`src/rtl/clk_div_pkg.sv`:
```
// Shared types and defaults for the clock divider controller.
package clk_div_pkg;

    typedef enum logic [1:0] {
        IDLE  = 2'd0,
        RUN   = 2'd1,
        DRAIN = 2'd2
    } state_e;

    localparam int CNT_WIDTH_DEF           = 16;
    localparam int DEFAULT_HALF_PERIOD_DEF = 25;

endpackage

```
`src/rtl/clock_divider_ctrl_if.sv`:
```
// Run/config handshake and divided-clock outputs of the clock divider controller.
interface clock_divider_ctrl_if #(
    parameter int CNT_WIDTH = 16
);
    logic                 en;
    logic                 cfg_valid;
    logic [CNT_WIDTH-1:0] cfg_half_period;
    logic                 cfg_ready;
    logic                 clk_out;
    logic                 tick;
    logic                 update_done;
    logic [CNT_WIDTH-1:0] active_half_period;
    logic                 busy;

    modport master (
        output en, cfg_valid, cfg_half_period,
        input  cfg_ready, clk_out, tick, update_done, active_half_period, busy
    );

    modport slave (
        input  en, cfg_valid, cfg_half_period,
        output cfg_ready, clk_out, tick, update_done, active_half_period, busy
    );
endinterface

```
`src/rtl/half_period_counter.sv`:
```
// Half-period timer: counts while enabled, wraps to 0 on terminal count (limit-1).
module half_period_counter #(
    parameter int CNT_WIDTH = 16
) (
    input  logic                 clk_in,
    input  logic                 rst_n,
    input  logic                 clear_i,
    input  logic                 enable_i,
    input  logic [CNT_WIDTH-1:0] limit_i,
    output logic                 tc_o
);
    localparam logic [CNT_WIDTH-1:0] ONE = CNT_WIDTH'(1);

    logic [CNT_WIDTH-1:0] cnt_q, cnt_d;

    // clear wins over terminal count so a stop request never produces a toggle
    assign tc_o = enable_i && !clear_i && (cnt_q == (limit_i - ONE));

    always_comb begin
        cnt_d = cnt_q;
        if (clear_i)       cnt_d = '0;
        else if (tc_o)     cnt_d = '0;
        else if (enable_i) cnt_d = cnt_q + ONE;
    end

    always_ff @(posedge clk_in) begin
        if (!rst_n) cnt_q <= '0;
        else        cnt_q <= cnt_d;
    end
endmodule

```
`src/rtl/clock_divider_ctrl.sv`:
```
// Glitch-free programmable clock divider: run/drain FSM plus half-period config
// handshake that only takes effect at a falling edge of clk_out (or at once when idle).
module clock_divider_ctrl
    import clk_div_pkg::*;
#(
    parameter int CNT_WIDTH           = CNT_WIDTH_DEF,
    parameter int DEFAULT_HALF_PERIOD = DEFAULT_HALF_PERIOD_DEF
) (
    input  logic                 clk_in,
    input  logic                 rst_n,
    clock_divider_ctrl_if.slave  bus
);
    localparam logic [CNT_WIDTH-1:0] DEF_HP = CNT_WIDTH'(DEFAULT_HALF_PERIOD);

    state_e               state_q;
    logic                 clk_out_q, tick_q, upd_q, pend_q;
    logic [CNT_WIDTH-1:0] active_q, pend_val_q, cfg_val_d;
    logic                 running, stop_now, tc, fall, accept, apply;

    assign running  = (state_q != IDLE);
    // en low during the low phase stops immediately; the high phase is always finished
    assign stop_now = (state_q == RUN) && !bus.en && !clk_out_q;
    assign fall     = tc && clk_out_q;
    assign accept   = bus.cfg_valid && !pend_q;
    assign apply    = pend_q && (running ? fall : 1'b1);
    assign cfg_val_d = (bus.cfg_half_period == '0) ? CNT_WIDTH'(1) : bus.cfg_half_period;

    half_period_counter #(.CNT_WIDTH(CNT_WIDTH)) u_cnt (
        .clk_in   (clk_in),
        .rst_n    (rst_n),
        .clear_i  (!running || stop_now),
        .enable_i (running),
        .limit_i  (active_q),
        .tc_o     (tc)
    );

    always_ff @(posedge clk_in) begin
        if (!rst_n) begin
            state_q    <= IDLE;
            clk_out_q  <= 1'b0;
            tick_q     <= 1'b0;
            upd_q      <= 1'b0;
            pend_q     <= 1'b0;
            pend_val_q <= DEF_HP;
            active_q   <= DEF_HP;
        end else begin
            tick_q <= tc && !clk_out_q;
            upd_q  <= apply;
            if (tc) clk_out_q <= !clk_out_q;

            case (state_q)
                IDLE:    if (bus.en) state_q <= RUN;
                RUN:     if (!bus.en) state_q <= (!clk_out_q || fall) ? IDLE : DRAIN;
                DRAIN:   if (fall) state_q <= IDLE;
                default: state_q <= IDLE;
            endcase

            // apply and accept are mutually exclusive: accept needs pend_q low
            if (apply) begin
                active_q <= pend_val_q;
                pend_q   <= 1'b0;
            end else if (accept) begin
                pend_val_q <= cfg_val_d;
                pend_q     <= 1'b1;
            end
        end
    end

    assign bus.cfg_ready          = !pend_q;
    assign bus.clk_out            = clk_out_q;
    assign bus.tick               = tick_q;
    assign bus.update_done        = upd_q;
    assign bus.active_half_period = active_q;
    assign bus.busy               = running;
endmodule

```
`src/flat_wrapper.sv`:
```
// flat-port wrapper written by rule: the top's interface ports become plain ports
module clock_divider_ctrl_flat import clk_div_pkg::*;
#(
    parameter int CNT_WIDTH           = CNT_WIDTH_DEF,
    parameter int DEFAULT_HALF_PERIOD = DEFAULT_HALF_PERIOD_DEF
)
  (clk_in, rst_n, bus_en, bus_cfg_valid, bus_cfg_half_period, bus_cfg_ready, bus_clk_out, bus_tick, bus_update_done, bus_active_half_period, bus_busy);
  clock_divider_ctrl_if #(.CNT_WIDTH(CNT_WIDTH)) bus_i ();
  input  logic clk_in;
  input  logic rst_n;
  input wire logic [$bits(bus_i.en)-1:0] bus_en;
  input wire logic [$bits(bus_i.cfg_valid)-1:0] bus_cfg_valid;
  input wire logic [$bits(bus_i.cfg_half_period)-1:0] bus_cfg_half_period;
  output wire logic [$bits(bus_i.cfg_ready)-1:0] bus_cfg_ready;
  output wire logic [$bits(bus_i.clk_out)-1:0] bus_clk_out;
  output wire logic [$bits(bus_i.tick)-1:0] bus_tick;
  output wire logic [$bits(bus_i.update_done)-1:0] bus_update_done;
  output wire logic [$bits(bus_i.active_half_period)-1:0] bus_active_half_period;
  output wire logic [$bits(bus_i.busy)-1:0] bus_busy;
  assign bus_i.en = bus_en;
  assign bus_i.cfg_valid = bus_cfg_valid;
  assign bus_i.cfg_half_period = bus_cfg_half_period;
  assign bus_cfg_ready = bus_i.cfg_ready;
  assign bus_clk_out = bus_i.clk_out;
  assign bus_tick = bus_i.tick;
  assign bus_update_done = bus_i.update_done;
  assign bus_active_half_period = bus_i.active_half_period;
  assign bus_busy = bus_i.busy;
  clock_divider_ctrl #(.CNT_WIDTH(CNT_WIDTH), .DEFAULT_HALF_PERIOD(DEFAULT_HALF_PERIOD)) u_core (.clk_in(clk_in), .rst_n(rst_n), .bus(bus_i));
endmodule
```
`config.mk`:
```
export PLATFORM = sky130hd
export DESIGN_NAME = clock_divider_ctrl_flat
export DESIGN_NICKNAME = d
export VERILOG_FILES = /design/src/rtl/clk_div_pkg.sv /design/src/rtl/clock_divider_ctrl_if.sv /design/src/rtl/half_period_counter.sv /design/src/rtl/clock_divider_ctrl.sv /design/src/flat_wrapper.sv
export SDC_FILE = /design/constraint.sdc
export NUM_CORES = 1
export LEC_CHECK = 0
export ABC_AREA = 1
export CAP_MARGIN = 10
export CORE_ASPECT_RATIO = 1.5
export CORE_MARGIN = 5
export CORE_UTILIZATION = 45
export DETAILED_ROUTE_END_ITERATION = 6
export PLACE_DENSITY = 0.68
export RECOVER_POWER = 50
export SYNTH_ARGS = -nofsm -noshare
export SYNTH_HDL_FRONTEND = slang
export SYNTH_SLANG_ARGS = --single-unit
```
`constraint.sdc`:
```
create_clock -name clk_in -period 2.25 [get_ports clk_in]
set_input_delay 0.225 -clock clk_in [delete_from_list [all_inputs] [get_ports clk_in]]
set_output_delay 0.225 -clock clk_in [all_outputs]
set_load 0.01 [all_outputs]
```
=== Yosys cells after proc, flatten, opt, wreduce, memory -nomap -nowiden ===
Index checks and enable logic that the tools add are counted.

* Bits in registers: 54
* Logic and storage cells: 47
* Output and inout bits: 21
* Bits of input ports: 20

* Bitwise operators: 2
* $add $sub $neg: 2
* Multiplexer cells: 7
* Reduce and logical (&&, ||, !) cells: 22
* Equality and inequality tests: 6

{| class="wikitable"
|+ Operators with widths
! cell !! count
|-
| 16-bit by 1-bit adder with 16-bit output, second input constant || 1
|-
| 16-bit == test || 1
|-
| 16-bit zero test || 1
|-
| 16-bit two-way mux || 1
|-
| 16-bit by 1-bit subtractor with 16-bit output, second input constant || 1
|-
| 1-bit logical AND || 8
|-
| 2-bit two-way mux || 4
|-
| 2-bit case mux with 3 select lines || 1
|-
| 1-bit zero test || 5
|-
| 2-bit != test, second input constant || 2
|-
| 3-bit AND reduction || 1
|-
| 3-bit OR reduction || 1
|-
| 2-bit by 1-bit == test with 1-bit output, second input constant || 1
|-
| 2-bit == test, second input constant || 1
|-
| 2-bit zero test || 1
|-
| 1-bit logical OR || 2
|-
| 2-bit by 1-bit != test with 1-bit output, second input constant || 1
|-
| 1-bit NOT || 2
|-
| 2-bit AND reduction || 1
|-
| 2-bit nonzero test || 1
|-
| 2-bit OR reduction || 1
|-
| 1-bit two-way mux || 1
|}

=== Longest topological paths before layout ===
* Word-level depth: 12
* Gate-level depth with buffers: 17
* Mapped depth without buffers: 16

=== By module ===
Synthesis repeated with hierarchy kept, for this count alone.

* Cells, all modules: 417
* Area total of the unflattened synthesis: 2,820.2 um^2

{| class="wikitable"
|+ Modules (own cells, without submodules)
! module !! area an instance (um^2) !! cells an instance !! times used
|-
| clock_divider_ctrl || 1,417.6 || 184 || 1
|-
| half_period_counter || 1,402.6 || 233 || 1
|}

=== Worst setup path after synthesis ===
No wires, ideal clock.

* Kind: reg-to-reg
* Start: reg u_core.active_q[0], in the netlist u_core.bus.active_half_period[0]
* End: reg u_core.active_q[9], in the netlist u_core.bus.active_half_period[9]
* Buffers on the path: 1
* Stages on the path, launching flop included: 18
* Slack: 0.183 ns
* Data arrival time: 1.953 ns
* Cells stage by stage: dfxtp_1 inv_1 ha_1 inv_1 nand2_1 nand2_1 nand2_1 nand2_1 nand3_1 nor2_2 nand2_1 nor2_4 nand4_4 nand2_4 nand2_4 buf_6 nand3_2 nand2_1

* Word-level cells in the longest chain between the ends: 6

{| class="wikitable"
|+ RTL lines
! what !! RTL line !! text
|-
| start: declaration || clock_divider_ctrl.sv:17 || <nowiki>logic [CNT_WIDTH-1:0] active_q, pend_val_q, cfg_val_d;</nowiki>
|-
| start signal: assignment || clock_divider_ctrl.sv:60 || <nowiki>active_q <= pend_val_q;</nowiki>
|-
| 16-bit by 1-bit subtractor with 16-bit output || half_period_counter.sv:17 || <nowiki>assign tc_o = enable_i && !clear_i && (cnt_q == (limit_i - ONE));</nowiki>
|-
| 16-bit == test || half_period_counter.sv:17 ||
|-
| 1-bit logical AND || half_period_counter.sv:17 ||
|-
| 1-bit logical AND || clock_divider_ctrl.sv:23 || <nowiki>assign fall = tc && clk_out_q;</nowiki>
|-
| 1-bit two-way mux || clock_divider_ctrl.sv:25 || <nowiki>assign apply = pend_q && (running ? fall : 1'b1);</nowiki>
|-
| 1-bit logical AND || clock_divider_ctrl.sv:25 ||
|}

No other way between the ends.
A chain may end at the register's enable or synchronous reset.

=== Worst setup path after layout ===
* Start: reg u_core.active_q[1], in the netlist u_core.bus.active_half_period[1]
* End: reg u_core.active_q[3], in the netlist u_core.bus.active_half_period[3]

The elaborated chain is that of the path after synthesis.

==> out/qor.yml <==
grt_max_degree: 34
critical_path_class: "reg -> reg"
synth_mux_area_share_pct: 0
placed_cell_area_mm2: 0.00336
clkLatencyLatePin_ps: 320
status: "finished, final reports clean"
rsz0062_at_grt: "yes"
firstDrtPassIters: 5
pin_count: 41
setup_violations: 0
postRouteWirelength_mm: 6.52
syn2layout_area_growth_pct: 21.0
grt_usage_pct: 17.3
ys.flop_type: "dfxtp_1"
dp_slack_ps: 62.3
synth_cells: 416
cts_hold_buf: 0
layout-drive-gt1-share_pct: 9.35
crit_top_cell: "nand2_1"
via_per_inst: 5.00
n_antenna_cell: 0
synth_top_family_by_area: "simple AND/OR/NAND/NOR gates"
cp.required_ps: 2500
std_cell_rows: 35
max_freq_ghz: 0.485
async_flop_share_pct: 0
synth_edf_count: 0
slew_viol_final: 0
relSlewSlack_pct: 54.1
die_h_um: 108
rr_worst_depth: 15
antenna_found_initial: 0
dp.cells: 526
cts_resized: 0
slowest_delay_ps: 360
grt_pass1_wl_mm: 11.2
power_frac_seq_pct: 54.3
cts_tree: "built"
synth_area_per_cell_um2: 6.91
total_power_mw: 1.87
tightest_slew_ps: 689
vias: 2672
fin_area_mm2: 0.00348
holdCritPathClass: "reg -> reg"
synth_warnings: 0
synth_cell_type_count: 29
p_leak_nw: 1.51
yosysMostFrequentCell: "nand2_1"
syn_area_mm2: 0.00288
grt_pass1_vias: 2539
first_iter_violations: 148
cp.arrival_ps: 2310
drc: 0
comb_power_share_pct: 14.4
max-vdd-ir-drop_uv: 352
intPower_mw: 1.33
multi_input_area_mm2: 0.00161
nFillCells: 646
synth_area_leaders: "dfxtp_1 (38%), nand2_1 (17%), nor2_1 (5.6%), inv_1 (4.7%), nand3_1 (4.7%)"
port_buffers: 40
final_nets: 481
hold_viol: 0
drv_cap: 0
yosys.area_share.simple_pct: 44.0
routedWlPerCell_um: 12.2
clock_sinks: 54
yosys.area.top_type: "dfxtp_1"
postLayoutSetupSlackWorst_ps: 190
endpoint_kind: "register"
hold_ws_ps: 474
cp_cell_sequence: "inv_1 -> ha_2 -> nand2_1 -> nand2_1 -> nand2_1 -> nor2_1 -> nand3_1 -> nor2_2 -> nand2_1 -> nor2_4 -> nand4_4 -> nand2_4 -> buf_6 -> nand3_1 -> nand3_1"
fin_crit_sh_pct: 91.6
cp_max_fo: 16
cts_root_buffer: "clkbuf_8"
seq_area_mm2: 0.00108
synth-xor-area-share_pct: 6.09
synth_compound_area_share_pct: 4.26
fin_crit_ps: 2060
core_area_mm2: 0.00617
gp_congestion: 0.970
synth_fp_nets: 438
yosys.area_share.adder_pct: 0.870
die_w_um: 75.3
post-dp-hpwl_mm: 5.11
rr_endpoint: "u_core.bus.active_half_period[3]$_SDFFE_PN1P_"
globalRoute.totalOverflow: 0
htreeDepth: 2
switching_share_pct: 28.6
fin_cells: 534
cts_made_buffers: 5
ant_nets: 0
switching_power_mw: 0.535
yosysSeqAreaShare_pct: 37.6
crit_path_top_delay_cell: "dfxtp_1"
r2r_start: "u_core.bus.active_half_period[1]$_SDFFE_PN0P_"
cp-startpoint: "u_core.bus.active_half_period[1]$_SDFFE_PN0P_"
endpoint: "u_core.bus.active_half_period[3]$_SDFFE_PN1P_"
rrSetupSlack_ps: 190
synth_commonest_cells: "nand2_1 (134), dfxtp_1 (54), nor2_1 (43)"
clk_pin_slew_worst_paths_ps: 110
initial_utilization_pct: 46.6
p_per_area_mw_per_mm2: 537
finClkSkew_ps: 12.7
critPathLaunchType: "register"
dieArea_mm2: 0.00812
postCtsSetupRepairBufs: 0
clockBufferDepth: 2
synth-seq-cells: 54
synth_top_area_share_pct: 37.6
clkPwrFrac_pct: 31.3
-- cells in the final DEF, fill, tap and decap left out, types with 5 or more instances in the layout --
| cell | netlist | routed |
|---|---|---|
| a21oi_1 | 17 | 17 |
| buf_4 | 1 | 7 |
| clkbuf_8 | 0 | 5 |
| clkdlybuf4s50_1 | 0 | 24 |
| dfxtp_1 | 54 | 54 |
| dlygate4sd3_1 | 0 | 16 |
| inv_1 | 36 | 36 |
| nand2_1 | 134 | 134 |
| nand3_1 | 27 | 27 |
| nand3_2 | 9 | 9 |
| nand4_1 | 18 | 18 |
| nor2_1 | 43 | 43 |
| nor2_2 | 8 | 8 |
| nor3_1 | 8 | 8 |
| nor4_1 | 6 | 6 |
| xnor2_1 | 8 | 8 |
| xor2_1 | 12 | 12 |
-- stage by stage --
step,utilization [%],setup TNS [ps]
after global placement,54.5,0
final,56.3,0
after CTS,56.0,0
after global routing,56.3,-10.9
after floorplan,-,0
after detailed placement,54.5,0
-- sequential cells by signal, summed over array words and instances, names as in the netlist --
name / flops
u_core.bus.update_done: 1
u_core.bus.tick: 1
u_core.bus.clk_out: 1
u_core.pend_q: 1
u_core.pend_val_q: 16
u_core.state_q: 2
u_core.u_cnt.cnt_q: 16
u_core.bus.active_half_period: 16
-- logic make-up (layout without fill, tap and decap cells) --
kind of cell	after synthesis	in the layout
adder cells (fa/ha/maj)	2	2
flip-flops	54	54
AND/OR/NAND/NOR	267	267
AO/OA/AOI/OAI	24	24
XOR/XNOR	20	20
buffers and inverters	49	93
-- layer usage --
layer,GRT usage [%],vias to the layer above,part of all wire [%]
met5,0,-,0
met1,19.6,1189,42
met4,7.50,0,2.5
met3,2.43,12,3.3
met2,31.4,45,53
li1,-,1426,-
-- worst max-delay path: cells and delay by family, from the launching register on --
| kind | cells | cell delay, ps |
|---|---|---|
| adders and majority gates | 1 | 340 |
| buffers and inverters | 2 | 220 |
| DFF | 1 | 360 |
| and+or+nand+nor | 12 | 1080 |
-- layout make-up --
cell class	count	area share (%)
multi-input cells	313	46.2
flip-flops and latches	54	31.1
repair buffers	49	13.5
inverters	36	3.88
well taps	74	2.66
clock buffers	5	1.98
clock inverters	3	0.755
-- worst min-delay path by stage --
stage,start,endpoint,slack (ps),cells past startpoint
after floorplan,bus_cfg_half_period[3],u_core.pend_val_q[3]$_SDFFE_PN1P_,340,2
after global routing,bus_cfg_half_period[15],u_core.pend_val_q[15]$_SDFFE_PN0P_,480,3
after detailed placement,u_core.u_cnt.cnt_q[0]$_SDFFE_PP0N_,u_core.u_cnt.cnt_q[0]$_SDFFE_PP0N_,460,1
final,u_core.pend_val_q[8]$_SDFFE_PN0P_,u_core.pend_val_q[8]$_SDFFE_PN0P_,470,2
after CTS,bus_cfg_half_period[8],u_core.pend_val_q[8]$_SDFFE_PN0P_,470,3
after global placement,u_core.u_cnt.cnt_q[0]$_SDFFE_PP0N_,u_core.u_cnt.cnt_q[0]$_SDFFE_PP0N_,450,1
-- power by group through the flow --
stage / Combinational (mW) / Sequential, mW / Clock (mW)
detailed placement: 0.270 / 1.04 / 0
finish: 0.269 / 1.02 / 0.585
global route: 0.303 / 1.02 / 0.632
global placement: 0.267 / 1.04 / 0
floorplan: 0.165 / 1.04 / 0
CTS: 0.270 / 1.01 / 0.603
Power figures use the tool's default switching activity.
